**src/rtl/am_err_stats.sv**
```systemverilog
// Error-statistics collector for an 8x8 approximate multiplier: compares each z_apx against the
// exact product and accumulates sum, max and count of error distances over a run of SAMPLES.
module am_err_stats #(
    parameter int unsigned SAMPLES = 65536,
    parameter int unsigned ED_W    = 32
) (
    input  logic            clk,
    input  logic            rst_n,
    input  logic            start,
    input  logic            in_valid,
    output logic            in_ready,
    input  logic [7:0]      x,
    input  logic [7:0]      y,
    input  logic [15:0]     z_apx,
    output logic            busy,
    output logic            done,
    output logic [ED_W-1:0] sum_ed,
    output logic [15:0]     max_ed,
    output logic [16:0]     err_cnt,
    output logic [16:0]     smp_cnt
);

    localparam logic [16:0] SampTot = 17'(SAMPLES);
    localparam logic [16:0] LastIdx = 17'(SAMPLES - 1);

    // One spare bit above the wider of the addends catches overflow before saturating.
    localparam int unsigned SumW = ((ED_W > 16) ? ED_W : 16) + 1;
    localparam logic [SumW-1:0] SumMax = SumW'({ED_W{1'b1}});

    typedef enum logic [1:0] {StIdle, StRun, StDrain, StDone} state_e;

    state_e          state_q, state_d;
    logic            clear;
    logic            accept;
    logic [15:0]     prod;

    logic            s1_valid_q;
    logic [15:0]     p_q;
    logic [15:0]     z_q;

    logic [15:0]     ed;
    logic [SumW-1:0] sum_wide;
    logic [ED_W-1:0] sum_d, sum_q;
    logic [15:0]     max_d, max_q;
    logic [16:0]     err_d, err_q;
    logic [16:0]     smp_q;

    assign in_ready = (state_q == StRun) && (smp_q < SampTot);
    assign accept   = in_valid && in_ready;
    assign busy     = (state_q == StRun) || (state_q == StDrain);
    assign done     = (state_q == StDone);
    assign prod     = 16'(x) * 16'(y);

    always_comb begin
        state_d = state_q;
        clear   = 1'b0;
        case (state_q)
            StIdle: begin
                if (start) begin
                    state_d = StRun;
                    clear   = 1'b1;
                end
            end
            StRun: begin
                if (accept && (smp_q == LastIdx)) begin
                    state_d = StDrain;
                end
            end
            // Stage 2 retires the final sample on the edge leaving this state.
            StDrain: state_d = StDone;
            StDone:  state_d = StIdle;
            default: state_d = StIdle;
        endcase
    end

    always_comb begin
        ed       = (p_q >= z_q) ? (p_q - z_q) : (z_q - p_q);
        sum_wide = SumW'(sum_q) + SumW'(ed);
        sum_d    = (sum_wide > SumMax) ? {ED_W{1'b1}} : sum_wide[ED_W-1:0];
        max_d    = (ed > max_q) ? ed : max_q;
        err_d    = (ed != 16'd0) ? (err_q + 17'd1) : err_q;
    end

    always_ff @(posedge clk or negedge rst_n) begin
        if (!rst_n) begin
            state_q <= StIdle;
        end else begin
            state_q <= state_d;
        end
    end

    always_ff @(posedge clk or negedge rst_n) begin
        if (!rst_n) begin
            s1_valid_q <= 1'b0;
            p_q        <= 16'd0;
            z_q        <= 16'd0;
            smp_q      <= 17'd0;
        end else begin
            s1_valid_q <= accept;
            if (accept) begin
                p_q <= prod;
                z_q <= z_apx;
            end
            if (clear) begin
                smp_q <= 17'd0;
            end else if (accept) begin
                smp_q <= smp_q + 17'd1;
            end
        end
    end

    always_ff @(posedge clk or negedge rst_n) begin
        if (!rst_n) begin
            sum_q <= '0;
            max_q <= 16'd0;
            err_q <= 17'd0;
        end else if (clear) begin
            sum_q <= '0;
            max_q <= 16'd0;
            err_q <= 17'd0;
        end else if (s1_valid_q) begin
            sum_q <= sum_d;
            max_q <= max_d;
            err_q <= err_d;
        end
    end

    assign sum_ed  = sum_q;
    assign max_ed  = max_q;
    assign err_cnt = err_q;
    assign smp_cnt = smp_q;

endmodule
```
**config.mk**
```make
export PLATFORM = sky130hd
export DESIGN_NAME = am_err_stats
export DESIGN_NICKNAME = d
export VERILOG_FILES = /design/src/rtl/am_err_stats.sv
export SDC_FILE = /design/constraint.sdc
export NUM_CORES = 1
export LEC_CHECK = 0
export CAP_MARGIN = 15
export CORE_ASPECT_RATIO = 1.5
export CORE_UTILIZATION = 45
export CTS_BUF_LIST = sky130_fd_sc_hd__clkbuf_8
export DETAILED_ROUTE_END_ITERATION = 8
export PLACE_DENSITY_LB_ADDON = 0.05
export SYNTH_ARGS = -nofsm -noshare
export SYNTH_HDL_FRONTEND = slang
export SYNTH_SLANG_ARGS = --single-unit
```
**constraint.sdc**
```tcl
create_clock -name clk -period 9.55 [get_ports clk]
set_input_delay 0.955 -clock clk [delete_from_list [all_inputs] [get_ports clk]]
set_output_delay 0.955 -clock clk [all_outputs]
set_load 0.01 [all_outputs]
```
==> flow_metrics.tcl <==
set metrics [dict create \
    status "finished, final reports clean" \
    dr.pass1.iters 5 \
    pre_cts_ws_ns 3.268 \
    fin_tns_setup_ns 0 \
    drv_slew 0 \
    fin_nets 1443 \
    netlist_area_sq_mm 0.01000 \
    critPathLaunchType "register" \
    insertion_delay_ns 0.46 \
    crit_type "register to register" \
    grt_pass1_vias 8500 \
    rows 66 \
    worstPathRequired_ns 9.86 \
    synth-seq-cells 117 \
    ys_async_sr_fraction_pct 100.0 \
    cts_setup_buffers 0 \
    hold_viol_final 0 \
    period_share_pct 65.97 \
    cts_tree "done" \
    drt-initial-drc-count 417 \
    cts_sinks 117 \
    area_delta_synth_final_pct 17.67 \
    worstSetupEndpointType "register" \
    cap_violations 0 \
    dieArea_sq_mm 0.02283 \
    vias 8605 \
    worst_pin_slew_ns 1.016 \
    synth_edf_count 0 \
    fin_crit_ns 6.300 \
    grt_pass1_wl_microns 42400 \
    antenna_found_initial 0 \
    core_area_sq_mm 0.02172 \
    fillers 2099 \
    postSynthAreaPerCell_sq_um 8.643 \
    synth_cells 1157 \
    cp_data_arrival_time_ns 6.61 \
    yosysSeqAreaShare_pct 29.28 \
    ant_nets 0 \
    globalplace.congestion 0.9272 \
    synth_warnings 0 \
    cts_buffers 17 \
    htree_levels 4 \
    worstPathMaxFanout 23 \
    path_clk_slew_ns 0.08 \
    wirelength_microns 26410 \
    fmax_mhz 158.7 \
    port_buffers 120 \
    rsz0062_at_grt "no" \
    track_usage_pct 23.97 \
    die_width_microns 123.7 \
    setup_viol 0 \
    relSlewSlack_pct 32.13 \
    n_antenna_cell 0 \
    cts_hold_buf 0 \
    post_cts_resized 0 \
    synth_cell_types 66 \
    clockBufferDepth 2 \
    remaining_drc_errors 0 \
    ios 121 \
    drive_gt1_share_pct 4.563 \
    via_per_inst 5.577 \
    wl_per_cell_microns 17.12 \
    setup_ws_ns 3.250 \
    dp_hpwl_microns 20640 \
    die_h_microns 184.6 \
    start_util_pct 46.04 \
    grt-ovfl-total 0 \
    cts_root_buf "clkbuf_8" \
    finClkSkew_ns 0.01562 \
    syn_nets 1342 \
    min_path_type "register to register" \
    synth_ff_type "dfrtp_1" \
    grt_max_degree 70 \
]
-- worst max-delay path, cell delays in order, from the launching register on --
cell and delay [ns]:
dfrtp_1 0.38, inv_1 0.06, ha_1 0.41, and2_1 0.22, a221o_1 0.37, a211o_1 0.35
o21a_1 0.33, nor3_1 0.30, or2_1 0.15, o221ai_1 0.12, xnor2_1 0.50, ha_1 0.37
a21oi_1 0.14, o21ai_0 0.15, a221o_1 0.37, a31o_2 0.28, a311oi_1 0.29, o21bai_1 0.14
nand3_1 0.76, nand2_1 0.11, nor4b_1 0.28, nor3_1 0.07
-- Yosys cell counts (4+ instances only) --
master / n / share of area, %
nand2b_1: 13 / 0.81
ha_1: 110 / 14
and2_1: 48 / 3.0
nor3_1: 21 / 1.1
o21ai_0: 84 / 4.2
or2_2: 7 / 0.44
o211ai_1: 6 / 0.45
o41ai_1: 4 / 0.35
o21ai_1: 4 / 0.20
and3_1: 14 / 0.88
xnor2_1: 20 / 1.8
nor4_1: 7 / 0.44
clkbuf_1: 37 / 1.4
inv_1: 119 / 4.5
fa_1: 39 / 7.8
nand4_1: 13 / 0.81
a311oi_1: 11 / 0.96
dfrtp_1: 117 / 29
mux2i_1: 19 / 1.9
a31oi_1: 28 / 1.8
o31ai_1: 8 / 0.60
a21oi_1: 49 / 2.5
o311ai_0: 4 / 0.35
xor2_1: 18 / 1.6
nand2_1: 130 / 4.9
or3_1: 14 / 0.88
a211oi_1: 13 / 0.98
o21a_1: 8 / 0.60
nor4b_1: 5 / 0.44
o21bai_1: 6 / 0.45
nand3_1: 24 / 1.2
a21boi_0: 6 / 0.45
nor2_1: 69 / 2.6
nor2b_1: 9 / 0.56
a21o_1: 21 / 1.6
-- cell usage in the layout, fill, tap and decap left out, types with 4 or more instances in the layout --
cell type / Yosys / routed
o21ai_0: 84 / 84
nor2b_1: 9 / 9
fa_1: 39 / 39
a311oi_1: 11 / 11
inv_1: 119 / 120
o211ai_1: 6 / 6
o311ai_0: 4 / 4
o41ai_1: 4 / 4
ha_1: 110 / 110
clkdlybuf4s50_1: 0 / 119
or2_2: 7 / 7
and3_1: 14 / 14
nor2_1: 69 / 69
nand3_1: 24 / 24
a31oi_1: 28 / 28
dfrtp_1: 117 / 117
clkinvlp_4: 0 / 6
nand2_1: 130 / 130
or3_1: 14 / 14
a211oi_1: 13 / 13
and2_1: 48 / 47
a21oi_1: 49 / 49
clkbuf_8: 0 / 17
xnor2_1: 20 / 20
nand2b_1: 13 / 13
o21a_1: 8 / 8
nand4_1: 13 / 13
a21boi_0: 6 / 6
o21ai_1: 4 / 4
o31ai_1: 8 / 8
a21o_1: 21 / 21
xor2_1: 18 / 18
nor4_1: 7 / 7
o21bai_1: 6 / 6
mux2i_1: 19 / 19
buf_4: 2 / 9
nor4b_1: 5 / 5
nor3_1: 21 / 20
-- final timing paths --
kind | startpoint | end | slack, ns | depth (start not counted)
setup reg to reg | p_q[8] | sum_ed[29] | 3.25 | 21
max in group asynchronous | rst_n | smp_cnt[13] | 7.70 | 2
hold reg to reg | p_q[9] | p_q[9] | 0.52 | 2
min in group asynchronous | rst_n | sum_ed[8] | 0.62 | 1
setup / recovery | p_q[8] | sum_ed[29] | 3.25 | 21
hold / removal | p_q[9] | p_q[9] | 0.52 | 2
-- per-layer routing --
| metal | up-vias | wire length (microns) | global-route usage, % |
|---|---|---|---|
| met2 | 185 | 14360 | 45.51 |
| li1 | 4210 | - | - |
| met1 | 4162 | 10510 | 25.94 |
| met5 | - | 0 | 0 |
| met4 | 0 | 812 | 10.07 |
| met3 | 48 | 731 | 3.001 |
-- logic make-up after synthesis --
family	Yosys count	synth area share (%)
AO/OA/AOI/OAI	278	17.87
XOR/XNOR	38	3.328
adder cells (fa/ha/maj)	149	21.57
buffers and inverters	166	6.556
flip-flops	117	29.28
multiplexers	19	1.902
AND/OR/NAND/NOR	390	19.49
-- through the flow --
step           hold slack, ns  cells  util (%)  area (sq um)
6_report               0.5223   1543     54.18         11770
5_1_grt                0.5581   1543     54.18         11770
4_1_cts                0.5254   1543     54.18         11770
3_5_place_dp           0.5059   1511     52.49         11400
3_3_place_gp           0.4955   1511     52.49         11400
2_1_floorplan          0.4563   1157         -         10000
-- registers in the layout, indices dropped and copies added (netlist names) --
name,cells
err_cnt,17
max_ed,16
p_q,16
s1_valid_q,1
smp_cnt,17
state_q,2
sum_ed,32
z_q,16
-- layout make-up --
type                            instances  area (sq um)  area share, %
Clock inverter                         15         132.6          1.127
Timing Repair Buffer                  128          1259          10.70
Inverter                              120         450.4          3.828
Multi-Input combinational cell        874          6422          54.58
Clock buffer                           17         234.0          1.989
Tap cell                              272         340.3          2.892
Sequential cell                       117          2928          24.88
Power is left out: the tool's default activity adds up to more than one toggle a clock period on the data nets, which glitch-free logic cannot reach.
==> patch: new RTL, same flow settings <==
The parameter `ED_W` goes from 32 to 24.
--- a/src/rtl/am_err_stats.sv
+++ b/src/rtl/am_err_stats.sv
@@ -2,7 +2,7 @@
 // exact product and accumulates sum, max and count of error distances over a run of SAMPLES.
 module am_err_stats #(
     parameter int unsigned SAMPLES = 65536,
-    parameter int unsigned ED_W    = 32
+    parameter int unsigned ED_W    = 24
 ) (
     input  logic            clk,
     input  logic            rst_n,
Interface: changed (resized sum_ed); port bits go from 121 to 113. No check against the original RTL was run, so the function may have changed too.
==> patch against the original RTL <==
  * Final cell count down 7.9%
  * Sequential cell count down 8
  * Synthesized cell count down 8.6%
  * Worst setup slack better by 0.72 ns
  * Sequential share of layout area up 0.35 points
  * Design area down 8.1%
  * Area after synthesis down 7.1%
  * Wire length down 17%
  * Highest routed layer unchanged
Power is left out: the tool's default activity adds up to more than one toggle a clock period on the data nets, which glitch-free logic cannot reach.
==> patch: results (changes against the original RTL) <==
* Critical path fanouts, max: 8 (-65%)
- Total number of H-tree levels: 3 (-1)
- Tracing the worst setup path back leads to its startpoint at y[4].
* Number of flip-flops under the largest register name: 24 (-25%)
* Worst-case register-to-register setup slack: 4.10 ns (+0.85 ns)
* Share of final-layout standard cells stronger than drive strength 1: 3.89% (-0.67 points)
- In this run the critical register-to-register path is launched from p_q[13].
- The most critical setup path has its endpoint at p_q[15].
- Slew of the pin with the lowest slew margin: 1.10 ns (+0.0881 ns)
- The number of buffers inserted during clock tree synthesis came to 9 (-8).
- The startpoint identified for the worst hold timing path is p_q[14].
- The number of distinct standard cells referenced by the synthesized netlist came to 61 (-7.6%).
* Worst hold endpoint: p_q[14]
- The net count after synthesis is 1241 (-7.5%).
* Filler Cell Count: 2002 (-4.6%)
- Routed length per instance: 15.4 um (-10%)
- GRT Overall Usage: 21.3% (-2.6 points)
* Arrival time worst endpoint: 5.81 ns (-0.80 ns)
- The source-to-sink clock delay at the later pin of the worst-skew pair was 0.40 ns (-0.06 ns).
* Final non-filler cell total: 1421 (-7.9%)
- Number of search-and-repair iterations in the first detailed-routing pass: 6 (+1)
- Number of DRC markers in iteration 0: 305 (-27%)
- The logic depth of the worst register-to-register path is 17 (-19%).
- Post-CTS clock slew at the launch and capture registers of the worst setup and hold paths: 0.10 ns (+0.02 ns)
* Number of instances in the synthesized netlist: 1057 (-8.6%)
* Cell types occupying the most area after synthesis: dfrtp_1 29%, ha_1 15%, fa_1 8.4%, nand2_1 4.8%, inv_1 4.5%
- Status: complete, no violations
* Setup skew after layout: 0.0223 ns (+0.00671 ns)
- The largest net degree at the start of global routing came to 61 (-13%).
* Count of buffers from port buffering: 112 (-6.7%)
- The wire length of the first global-routing pass was 36200 um (-15%).
patch: cell families after synthesis:
kind of cell | after synthesis | synth area share (%)
xor+xnor | 49 | 4.70
compound gates | 262 | 17.5
flops | 109 | 29.4
fa+ha+maj | 148 | 23.1
buf+inv | 144 | 6.11
mux | 18 | 1.95
simple gates | 327 | 17.3
patch: area by class of cell:
class / count / area, um2 / area share, %
clock buffer: 9 / 124 / 1.15
clock inverter: 7 / 55.1 / 0.509
inverter: 112 / 420 / 3.89
multi-input combinational: 804 / 6000 / 55.5
sequential: 109 / 2730 / 25.2
tap: 264 / 330 / 3.06
timing repair buffer: 116 / 1150 / 10.7
patch: through the flow:
stage	area (um2)	utilization (%)	setup WS (ns)
floorplan	9290	-	4.63
global placement	10600	52.2	3.68
detailed placement	10600	52.2	3.56
CTS	10800	53.1	4.00
global route	10800	53.2	3.64
finish	10800	53.2	3.97
patch: worst max-delay path, cell delays in order:
cell	delay (ns)
clkdlybuf4s50_1	0.55
and2_1	0.25
fa_1	0.46
fa_1	0.55
inv_1	0.05
fa_1	0.46
fa_1	0.54
inv_1	0.04
ha_1	0.28
o21ai_0	0.11
a21boi_0	0.26
o21ai_0	0.17
a21boi_0	0.27
o21ai_0	0.14
a21oi_1	0.20
o21ai_0	0.13
a21oi_1	0.18
xnor2_1	0.13
o21ai_0	0.09
patch: metal layers:
metal  wire, um  global-route usage, %  vias to the layer above
li1           -                      -                     3800
met1       8990                   23.5                     3566
met2      11800                   41.2                      119
met3        543                   2.91                       29
met4        461                   7.66                        0
met5          0                      0                        -
